==> src/rtl/internal_pkg.sv <==
// Shared types and default sizing for the internal packet arbiter.
package internal_pkg;

    localparam int ADDR_W        = 16;
    localparam int ARB_N_PORTS   = 4;
    localparam int ARB_MAX_BURST = 4;

    typedef struct packed {
        logic              valid;
        logic [63:0]       data;
        logic [ADDR_W-1:0] addr;
    } t_if_internal;

    typedef enum logic {
        IDLE  = 1'b0,
        GRANT = 1'b1
    } t_arb_state;

endpackage

==> src/rtl/rr_pick.sv <==
// Combinational round-robin picker: first set request after 'last', wrapping modulo N.
module rr_pick #(
    parameter int N     = 4,
    parameter int IDX_W = $clog2(N)
) (
    input  logic [N-1:0]     req,
    input  logic [IDX_W-1:0] last,
    output logic             found,
    output logic [IDX_W-1:0] idx
);

    logic [IDX_W-1:0] cand;

    always_comb begin
        found = 1'b0;
        idx   = '0;
        cand  = last;
        for (int off = 1; off <= N; off++) begin
            cand = (cand == IDX_W'(N - 1)) ? '0 : cand + 1'b1;
            if (req[cand] && !found) begin
                found = 1'b1;
                idx   = cand;
            end
        end
    end

endmodule

==> src/rtl/internal_arbiter.sv <==
// Round-robin burst arbiter: N requesters share one registered output with 1 beat/cycle throughput.
// state | meaning
// IDLE  | no owner; pick next requester after last_grant (one-cycle arbitration)
// GRANT | grant_id owns the output until it drains or hits MAX_BURST beats
module internal_arbiter
    import internal_pkg::*;
#(
    parameter int N_PORTS   = ARB_N_PORTS,
    parameter int MAX_BURST = ARB_MAX_BURST,
    localparam int IDX_W    = $clog2(N_PORTS)
) (
    input  logic                        clk,
    input  logic                        reset,
    input  t_if_internal [N_PORTS-1:0]  pkt_in,
    output logic [N_PORTS-1:0]          in_ready,
    output t_if_internal                pkt_out,
    input  logic                        out_ready,
    output logic [IDX_W-1:0]            grant_id,
    output logic                        busy,
    output logic [31:0]                 pkt_count
);

    localparam int BCW = $clog2(MAX_BURST + 1);

    t_arb_state         state_q, state_d;
    logic [IDX_W-1:0]   grant_id_q, grant_id_d;
    logic [IDX_W-1:0]   last_grant_q, last_grant_d;
    logic [BCW-1:0]     beat_cnt_q, beat_cnt_d;
    t_if_internal       pkt_out_q, pkt_out_d;
    logic [31:0]        pkt_count_q, pkt_count_d;

    logic [N_PORTS-1:0] req_vec;
    logic [IDX_W-1:0]   pick_idx;
    logic               pick_found;
    t_if_internal       granted_pkt;
    logic               can_accept;
    logic               in_xfer;
    logic               out_xfer;

    always_comb begin
        req_vec = '0;
        for (int i = 0; i < N_PORTS; i++) begin
            req_vec[i] = pkt_in[i].valid;
        end
    end

    rr_pick #(
        .N     (N_PORTS),
        .IDX_W (IDX_W)
    ) u_rr_pick (
        .req   (req_vec),
        .last  (last_grant_q),
        .found (pick_found),
        .idx   (pick_idx)
    );

    assign granted_pkt = pkt_in[grant_id_q];
    // Output slot is free when empty or being drained this cycle.
    assign can_accept  = !pkt_out_q.valid || out_ready;
    assign in_xfer     = (state_q == GRANT) && can_accept && granted_pkt.valid;
    assign out_xfer    = pkt_out_q.valid && out_ready;

    always_ff @(posedge clk or negedge reset) begin
        if (!reset) begin
            state_q      <= IDLE;
            grant_id_q   <= '0;
            last_grant_q <= IDX_W'(N_PORTS - 1);
            beat_cnt_q   <= '0;
            pkt_out_q    <= '0;
            pkt_count_q  <= '0;
        end else begin
            state_q      <= state_d;
            grant_id_q   <= grant_id_d;
            last_grant_q <= last_grant_d;
            beat_cnt_q   <= beat_cnt_d;
            pkt_out_q    <= pkt_out_d;
            pkt_count_q  <= pkt_count_d;
        end
    end

    always_comb begin
        state_d      = state_q;
        grant_id_d   = grant_id_q;
        last_grant_d = last_grant_q;
        beat_cnt_d   = beat_cnt_q;
        case (state_q)
            IDLE: begin
                if (pick_found) begin
                    state_d    = GRANT;
                    grant_id_d = pick_idx;
                    beat_cnt_d = '0;
                end
            end
            GRANT: begin
                // A stall (can_accept low) freezes the grant whatever the requester does.
                if (can_accept) begin
                    if (!granted_pkt.valid || (beat_cnt_q == BCW'(MAX_BURST - 1))) begin
                        state_d      = IDLE;
                        last_grant_d = grant_id_q;
                    end
                    if (in_xfer) begin
                        beat_cnt_d = beat_cnt_q + 1'b1;
                    end
                end
            end
            default: state_d = IDLE;
        endcase
    end

    always_comb begin
        pkt_out_d = pkt_out_q;
        if (in_xfer) begin
            pkt_out_d       = granted_pkt;
            pkt_out_d.valid = 1'b1;
        end else if (out_xfer) begin
            pkt_out_d.valid = 1'b0;
        end
        pkt_count_d = out_xfer ? pkt_count_q + 32'd1 : pkt_count_q;
    end

    always_comb begin
        in_ready = '0;
        if ((state_q == GRANT) && can_accept) begin
            in_ready[grant_id_q] = 1'b1;
        end
        busy = (state_q == GRANT) || pkt_out_q.valid;
    end

    assign pkt_out   = pkt_out_q;
    assign grant_id  = grant_id_q;
    assign pkt_count = pkt_count_q;

endmodule

==> config.mk <==
export PLATFORM = sky130hd
export DESIGN_NAME = internal_arbiter
export DESIGN_NICKNAME = d
export VERILOG_FILES = /design/src/rtl/internal_pkg.sv /design/src/rtl/rr_pick.sv /design/src/rtl/internal_arbiter.sv
export SDC_FILE = /design/constraint.sdc
export NUM_CORES = 1
export LEC_CHECK = 0
export ABC_AREA = 1
export ABC_CLOCK_PERIOD_IN_PS = 2610
export BUFFER_PORTS_ARGS = -buffer_cell sky130_fd_sc_hd__buf_4
export CORE_AREA = 5 5 171 173
export DETAILED_ROUTE_END_ITERATION = 10
export DIE_AREA = 0 0 176 178
export SKIP_CTS_REPAIR_TIMING = 1
export SYNTH_ARGS = -nofsm -noshare
export SYNTH_HDL_FRONTEND = slang
export SYNTH_SLANG_ARGS = --single-unit
==> constraint.sdc <==
create_clock -name clk -period 2.61 [get_ports clk]
set_input_delay 0.522 -clock clk [delete_from_list [all_inputs] [get_ports clk]]
set_output_delay 0.522 -clock clk [all_outputs]
set_load 0.01 [all_outputs]
==> impl_metrics.json, run 1 <==
{
  "seqPwrFrac_pct": 24.1,
  "final.setup_skew_ns": 0.01398,
  "ant_nets": 0,
  "max_freq_mhz": 476.5,
  "hpwlAfterDp_mm": 25.06,
  "io_pins": 447,
  "antenna_found_initial": 0,
  "htree_levels": 4,
  "gp_congestion": 0.8457,
  "synthCells": 971,
  "p_leak_nw": 5.908,
  "core-area_um2": 27480,
  "netlist_area_um2": 7595,
  "ir_drop_mv": 0.4730,
  "hold_class": "in2reg",
  "grt_use_total_pct": 19.48,
  "final_nets": 1723,
  "slowest_stage": "dfstp_2",
  "numPortBuffers": 446,
  "finalHoldViolCount": 0,
  "dp_slack_ns": 0.5425,
  "regArea_um2": 3038,
  "cpMostUsedCell": "nand2_1",
  "multi_input_area_um2": 4001,
  "cts_buffers": 17,
  "internal_power_w": 0.007051,
  "drtIter0Drc": 405,
  "report.final.slew_viol_count": 0,
  "synthArstFlopShare_pct": 100.0,
  "vias_per_cell": 4.898,
  "fillers": 2815,
  "vias": 8576,
  "yosysMostFrequentCell": "nand2_1",
  "cp-end-kind": "register",
  "overflow": 0,
  "critPathMaxFanout": 7,
  "yosys.area.top_type": "dfrtp_1",
  "synth_top_cells_by_count": "nand2_1, dfrtp_1, a21oi_1",
  "rows": 61,
  "power_density_nw_per_um2": 1066,
  "crit_chain": "ha_1 -> inv_1 -> nand2_1 -> nand2_1 -> nand2_1 -> nand2_1 -> nand3_2 -> o21bai_2 -> nand3_1 -> nand2_1",
  "cts.sinks": 121,
  "power_frac_comb_pct": 56.4,
  "synth.avg_cell_area_um2": 7.822,
  "period_minus_slack_ns": 2.099,
  "synth_edf_count": 0,
  "power.share.switching_pct": 44.37,
  "die_w_um": 176,
  "first_pass_iters": 5,
  "syn_nets": 1302,
  "grt_start_max_net_pins": 83,
  "cp.arrival_ns": 2.43,
  "path_class": "reg2reg",
  "synth-main-ff-cell": "dfrtp_1",
  "drt_wl_total_mm": 32.07,
  "synth_top_area_share_pct": 39.21,
  "yosys-top-cells-area": "dfrtp_1, nand2_1, a221oi_1, o21ai_2, a21oi_1",
  "regToRegSetupSlack_ns": 0.51,
  "drive_gt1_share_pct": 42.14,
  "setup_violations": 0,
  "worstMarginPinSlew_ns": 0.7288,
  "worstPathRequired_ns": 2.95,
  "grt_first_pass_wirelength_mm": 47.72,
  "clk_latency_ns": 0.41,
  "initial_core_util_pct": 27.64,
  "critPathMaxStageDelay_ns": 0.57,
  "clockBufferDepth": 2,
  "insertedDiodeCount": 0,
  "cts_tree": "yes",
  "ys_types": 35,
  "clkPwrFrac_pct": 19.5,
  "ys.warnings.count": 0,
  "clk_pin_slew_worst_paths_ns": 0.06,
  "first_global_vias": 8556,
  "fin_crit_sh_pct": 80.41,
  "wl_per_cell_um": 18.31,
  "synth-seq-area-share_pct": 39.90,
  "maxCapViolations": 0,
  "tns_ns": 0,
  "setup_ws_ns": 0.5114,
  "grt_setup_unrepaired": "no",
  "ys_ff_latch": 121,
  "fp.dieArea_um2": 31330,
  "status": "complete, no violations",
  "cp-start-kind": "register",
  "clockRootBuffer": "clkbuf_16",
  "die_h_um": 178,
  "relSlewSlack_pct": 51.41,
  "drc": 0,
  "area_growth_syn_to_layout_pct": 56.51,
  "p_sw_w": 0.005625
}
[through the flow]
stage | util [%] | hold WS (ns) | total power, W | cell area [um^2] | std cells
after floorplan | - | 0.2264 | 0.007557 | 7595 | 971
after global placement | 40.97 | 0.3729 | 0.01027 | 11260 | 1718
after detailed placement | 40.97 | 0.3708 | 0.01035 | 11260 | 1718
after CTS | 43.22 | -0.07743 | 0.01288 | 11880 | 1750
after global routing | 43.26 | 0.3636 | 0.01367 | 11890 | 1751
final | 43.26 | 0.3773 | 0.01268 | 11890 | 1751
[power by group through the flow]
stage	registers [W]	logic [W]	clock network, W
final	0.00306	0.00715	0.00247
after CTS	0.00307	0.00728	0.00254
after global placement	0.00307	0.00720	0
after detailed placement	0.00309	0.00726	0
after floorplan	0.00327	0.00429	0
after global routing	0.00315	0.00788	0.00264
[worst max-delay path: cells and delay by family, from the launching register on]
kind / cells / cell delay, ns
and+or+nand+nor: 7 / 0.73
DFF: 1 / 0.57
adders and majority gates: 1 / 0.32
buffers and inverters: 1 / 0.17
AOI/OAI and AO/OA: 1 / 0.24
[flip-flops by register name (all words and copies together), names as in the netlist]
| signal | count |
|---|---|
| beat_cnt_q | 3 |
| grant_id | 2 |
| last_grant_q | 2 |
| pkt_count | 32 |
| pkt_out | 81 |
| state_q | 1 |
[cells in the final DEF (no fill, tap or decap), types with 4 or more instances in the layout]
cell type,n
ha_1,4
nand2_1,363
xnor2_1,14
nor2_1,30
buf_12,9
inv_2,6
xor2_1,13
inv_1,42
a221oi_1,80
clkbuf_16,17
o21ai_2,73
nor3_1,13
a21oi_1,83
clkinv_4,4
dfrtp_1,117
buf_4,456
nand3_1,21
o21ai_0,8
o21ai_1,6
nand4_1,11
[area by class of cell]
class / instances / share of cell area (%)
Clock inverter: 13 / 1.411
Sequential cell: 121 / 25.56
Clock buffer: 19 / 3.811
Timing Repair Buffer: 466 / 30.40
Inverter: 48 / 1.516
Tap cell: 346 / 3.642
Multi-Input combinational cell: 738 / 33.66
[kinds of logic (layout without fill, tap and decap cells)]
logic type	after synthesis	after routing	share of synthesized area [%]
buf+inv	112	546	7.595
simple gates	454	454	24.27
flops	121	121	39.90
compound gates	253	253	24.46
fa+ha+maj	4	4	0.6590
xor+xnor	27	27	3.114
[layer usage]
metal  track usage, %  wire length [um]
met1            23.82             12870
met2            32.86             15920
met3            5.468              2255
met4            7.277              1025
met5                0                 0
[path summary, 6_finish.rpt]
kind	start	endpoint	cells after the start
max	last_grant_q[0]	beat_cnt_q[2]	10
min	out_ready	pkt_out[80]	4
max reg2reg	last_grant_q[0]	beat_cnt_q[2]	10
min in group asynchronous	reset	pkt_out[44]	2
max in group asynchronous	reset	last_grant_q[1]	3
min reg2reg	last_grant_q[1]	last_grant_q[1]	2
(Power assumes the default switching activity.)
==> inputs of run 2 (changes only) <==
- ABC_CLOCK_PERIOD_IN_PS: 2610 -> 2000
- clock period: 2.61 -> 2 ns (I/O delays scaled with it)
==> run 2 against run 1 <==
Compared with the run above:
- design area grew 0.64%
- count of clock-buffer cells in the layout shrank 1
- setup slack lost 0.35 ns
- power grew 31%
- global-route usage grew 0.14 points
- core utilization grew 0.28 points
- hold slack lost 0.12 ns
- via count shrank 0.80%
- register-to-register slack lost 0.34 ns
- sequential cell count is the same
- first-iteration DRC count grew 42%
- non-clock buffer count grew 9
- highest routed layer unchanged
==> impl_metrics.json, run 2 (synthesized netlist as in run 1, its figures left out) <==
{
  "cts.sinks": 121,
  "drc": 0,
  "grt_first_pass_wirelength_mm": 48.10,
  "drtIter0Drc": 577,
  "die_w_um": 176,
  "gp_congestion": 0.8441,
  "rows": 61,
  "path_class": "reg2out",
  "p_leak_nw": 5.941,
  "fin_util_pct": 43.54,
  "ant_nets": 0,
  "numPortBuffers": 446,
  "htree_levels": 4,
  "final_nets": 1732,
  "fin_crit_sh_pct": 91.92,
  "vias": 8507,
  "cts_buffers": 17,
  "critPathMaxFanout": 6,
  "die_h_um": 178,
  "worstPathRequired_ns": 1.60,
  "ir_drop_mv": 0.6838,
  "vias_per_cell": 4.834,
  "period_minus_slack_ns": 1.838,
  "worstMarginPinSlew_ns": 0.5337,
  "critPathBufInv": 2,
  "core-area_um2": 27480,
  "cts_tree": "yes",
  "crit_chain": "inv_2 -> nand2_1 -> nor2_1 -> buf_4",
  "fp.dieArea_um2": 31330,
  "clk_pin_slew_worst_paths_ns": 0.06,
  "insertedDiodeCount": 0,
  "status": "complete, no violations",
  "hold_class": "in2reg",
  "drive_gt1_share_pct": 42.72,
  "overflow": 0,
  "regArea_um2": 3038,
  "largest_reg_flops": 81,
  "final.setup_skew_ns": 0.01248,
  "clockBufferDepth": 2,
  "mostFrequentLayoutCells": "buf_4, nand2_1, dfrtp_1, a21oi_1, a221oi_1",
  "io_pins": 447,
  "cp.arrival_ns": 1.44,
  "hpwlAfterDp_mm": 25.14,
  "relSlewSlack_pct": 64.42,
  "setup_violations": 0,
  "fillers": 2793,
  "max_freq_mhz": 544.0,
  "grt_start_max_net_pins": 81,
  "drt_wl_total_mm": 32.33,
  "critPathTopFamily": "flip-flops",
  "finalHoldViolCount": 0,
  "wl_per_cell_um": 18.37,
  "first_global_vias": 8595,
  "first_pass_iters": 4,
  "antenna_found_initial": 0,
  "critPathLaunch": "grant_id[0]",
  "report.final.slew_viol_count": 0,
  "hold_ws_ns": 0.2565,
  "area_growth_syn_to_layout_pct": 57.51,
  "initial_core_util_pct": 27.64,
  "critPathMaxStageDelay_ns": 0.52,
  "clockRootBuffer": "clkbuf_16",
  "cp-end-kind": "primary output",
  "cp-start-kind": "register",
  "grt_use_total_pct": 19.62,
  "hold_start": "out_ready",
  "clk_latency_ns": 0.41,
  "timing.rr.start": "last_grant_q[0]",
  "power_density_nw_per_um2": 1388,
  "grt_setup_unrepaired": "no",
  "final_common_cell": "buf_4",
  "multi_input_area_um2": 4014,
  "maxCapViolations": 0,
  "slowest_stage": "dfrtp_4",
  "tns_ns": 0
}
-- run 2: cell types whose count changed in the layout (fill, tap and decap cells not counted), sizes merged --
cell	delta
clkinvlp	+2
buf	+9
bufinv	-1
clkbuf	-1
-- run 2: tightest hold or removal path, cell delays in order --
cell     delay (ns)
buf_4          0.08
inv_1          0.03
nand2_1        0.06
nand2_1        0.05
-- run 2: power by group --
| group | internal (W) | total, W | switching (W) |
|---|---|---|---|
| combinational | 0.00397 | 0.00954 | 0.00557 |
| sequential | 0.00338 | 0.00398 | 0.000602 |
| clock | 0.00187 | 0.00308 | 0.00121 |
| total | 0.00922 | 0.0166 | 0.00738 |
-- run 2: cell type report --
type / instances / area share, %
Tap cell: 346 / 3.619
Timing Repair Buffer: 475 / 31.01
Multi-Input combinational cell: 738 / 33.55
Clock buffer: 18 / 3.671
Clock inverter: 14 / 1.245
Inverter: 48 / 1.506
Sequential cell: 121 / 25.39
-- run 2: routing by layer --
layer	global-route usage, %	wire (um)
met1	23.93	12920
met2	34.11	16380
met3	5.087	2235
met4	6.075	796
met5	0	0
-- run 2: stage by stage --
stage	area (um^2)	total power (W)	std cells	setup WS (ns)
after floorplan	7595	0.009862	971	0.2258
after global routing	11960	0.01788	1760	0.01462
final	11960	0.01661	1760	0.1617
after CTS	11940	0.01682	1759	0.07863
after detailed placement	11350	0.01364	1727	0.1206
after global placement	11350	0.01355	1727	0.1710
-- run 2: worst paths after layout --
kind / endpoint / depth (start not counted) / slack, ns
min reg2reg: last_grant_q[1] / 2 / 0.47
min: pkt_out[80] / 4 / 0.26
max reg2reg: beat_cnt_q[2] / 10 / 0.17
max: in_ready[0] / 4 / 0.16
min in group asynchronous: pkt_out[48] / 2 / 0.46
max in group asynchronous: last_grant_q[1] / 3 / 0.88
==> inputs of run 3 (changes only) <==
- ABC_AREA: 1 -> 0
==> run 3 against run 2 <==
Compared with the run above:
- sequential cell count stayed put
- combinational power is 18% lower
- via count is 31% lower
- fmax is 3.7% lower
- core utilization is 2.3 points lower
- cell count is 29% lower
- power is 8.0% lower
- global-route usage is 4.3 points lower
- hold slack better by 0.069 ns
- design area is 5.3% lower
- non-clock buffer count is 13 lower
- largest power group unchanged
==> impl_metrics.json, run 3 <==
{
  "status": "complete, no violations",
  "fp.dieArea_um2": 31330,
  "yosysMostFrequentCell": "dfrtp_1",
  "core-area_um2": 27480,
  "vias_per_cell": 4.658,
  "fin_util_pct": 41.22,
  "area_growth_syn_to_layout_pct": 65.67,
  "worstMarginPinSlew_ns": 0.4490,
  "netlist_area_um2": 6837,
  "crit_chain": "mux4_2 -> nand3_4 -> buf_4 -> mux2_2",
  "io_pins": 447,
  "clockRootBuffer": "clkbuf_16",
  "placed_area_um2": 10640,
  "synthArstFlopShare_pct": 100.0,
  "synth-main-ff-cell": "dfrtp_1",
  "relSlewSlack_pct": 70.07,
  "die_h_um": 178,
  "setup_violations": 0,
  "overflow": 0,
  "hpwlAfterDp_mm": 20.79,
  "maxCapViolations": 0,
  "cp.arrival_ns": 2.20,
  "die_w_um": 176,
  "ys_types": 35,
  "synth.avg_cell_area_um2": 15.19,
  "worstPathRequired_ns": 2.29,
  "ys.warnings.count": 0,
  "grt_start_max_net_pins": 63,
  "slowest_stage": "mux4_2",
  "gp_congestion": 0.8794,
  "largest_reg_flops": 81,
  "critPathLaunch": "grant_id[0]",
  "p_leak_nw": 5.225,
  "fin_crit_sh_pct": 95.43,
  "insertedDiodeCount": 0,
  "period_minus_slack_ns": 1.909,
  "grt_use_total_pct": 15.36,
  "hold_start": "out_ready",
  "initial_core_util_pct": 24.88,
  "wl_per_cell_um": 19.94,
  "vias": 5850,
  "clk_pin_slew_worst_paths_ns": 0.06,
  "power_w": 0.01528,
  "finalHoldViolCount": 0,
  "cp-end-kind": "register",
  "cts_buffers": 17,
  "tns_ns": 0,
  "critPathMaxStageDelay_ns": 0.56,
  "cp-start-kind": "register",
  "path_class": "reg2reg",
  "antenna_found_initial": 0,
  "first_global_vias": 6336,
  "ir_drop_mv": 1.047,
  "cts_tree": "yes",
  "drc": 0,
  "synth_top_area_share_pct": 43.56,
  "synthCells": 450,
  "htree_levels": 4,
  "hold_class": "in2reg",
  "report.final.slew_viol_count": 0,
  "drtIter0Drc": 266,
  "synth-seq-area-share_pct": 44.33,
  "finalInstanceArea_um2": 11330,
  "drt_wl_total_mm": 25.04,
  "syn_nets": 781,
  "synth_top_cells_by_count": "dfrtp_1, mux4_2, mux2_2",
  "ys_ff_latch": 121,
  "grt_first_pass_wirelength_mm": 36.91,
  "numPortBuffers": 446,
  "clockBufferDepth": 2,
  "rows": 61,
  "yosys.area.top_type": "dfrtp_1",
  "final.setup_skew_ns": 0.009230,
  "final_nets": 1229,
  "max_freq_mhz": 524.0,
  "mostFrequentLayoutCells": "buf_4, dfrtp_1, mux4_2, mux2_2, xnor2_1",
  "critPathTopFamily": "multiplexers",
  "timing.rr.start": "grant_id[0]",
  "synth_edf_count": 0,
  "critPathBufInv": 1,
  "power_density_nw_per_um2": 1349,
  "ant_nets": 0,
  "drive_gt1_share_pct": 71.21,
  "clk_latency_ns": 0.41,
  "critPathMaxFanout": 15,
  "first_pass_iters": 5,
  "yosys-top-cells-area": "dfrtp_1, mux4_2, mux2_2, mux2_1, xnor2_1",
  "cts.sinks": 121,
  "final_common_cell": "buf_4"
}
## run 3: cell types whose count changed after synthesis, sizes merged, moves of 26 or more
cell,delta
a21oi,-80
a221oi,-80
inv,-42
mux2,+83
mux4,+81
nand2,-349
nor2,-26
o21ai,-82
## run 3: area by class of cell
type,count,area (um^2)
clock buffers,19,442.9
clock inverters,12,197.7
fillers,2645,16150
inverters,6,22.52
multi-input cells,290,3616
flip-flops and latches,121,3040
well taps,346,432.9
repair buffers,462,3573
## run 3: per-layer routing
layer | vias to the layer above | share of wire (%) | track usage [%]
met5 | - | 0 | 0
met4 | 0 | 1.4 | 3.411
met3 | 17 | 6.0 | 4.621
met2 | 216 | 54 | 27.24
met1 | 2975 | 39 | 18.50
li1 | 2642 | - | -
## run 3: power by group
part	switching (W)	total, W	internal (W)
registers	0.000621	0.00412	0.00350
logic	0.00330	0.00780	0.00450
clock network	0.00112	0.00336	0.00224
total	0.00504	0.0153	0.0102
## run 3: final timing paths
path | slack, ns | to | cells after the start
worst min-delay path | 0.33 | pkt_count[0] | 3
min in group asynchronous | 0.49 | pkt_count[30] | 2
worst max-delay path | 0.09 | pkt_out[14] | 4
worst max register to register | 0.09 | pkt_out[14] | 4
worst min register to register | 0.47 | pkt_count[31] | 1
max in group asynchronous | 0.94 | pkt_out[31] | 3
## run 3: per-stage QoR
stage,instances,hold slack (ns),setup slack [ns]
global route,1256,0.3098,-0.001807
global placement,1223,0.3682,0.06582
finish,1256,0.3260,0.09143
floorplan,450,0.1044,0.08306
detailed placement,1223,0.3631,0.03818
CTS,1254,-0.08505,-0.1335
## run 3: cell families after synthesis
logic type,after synthesis,share of synthesized area [%]
compound gates,12,1.061
xor+xnor,31,3.971
fa+ha+maj,4,0.7321
buf+inv,39,3.184
flops,121,44.33
mux,165,40.50
simple gates,78,6.223
## run 3: worst min-delay path: stages
cell     delay, ns
buf_4         0.13
nand2_1       0.09
xnor2_1       0.07
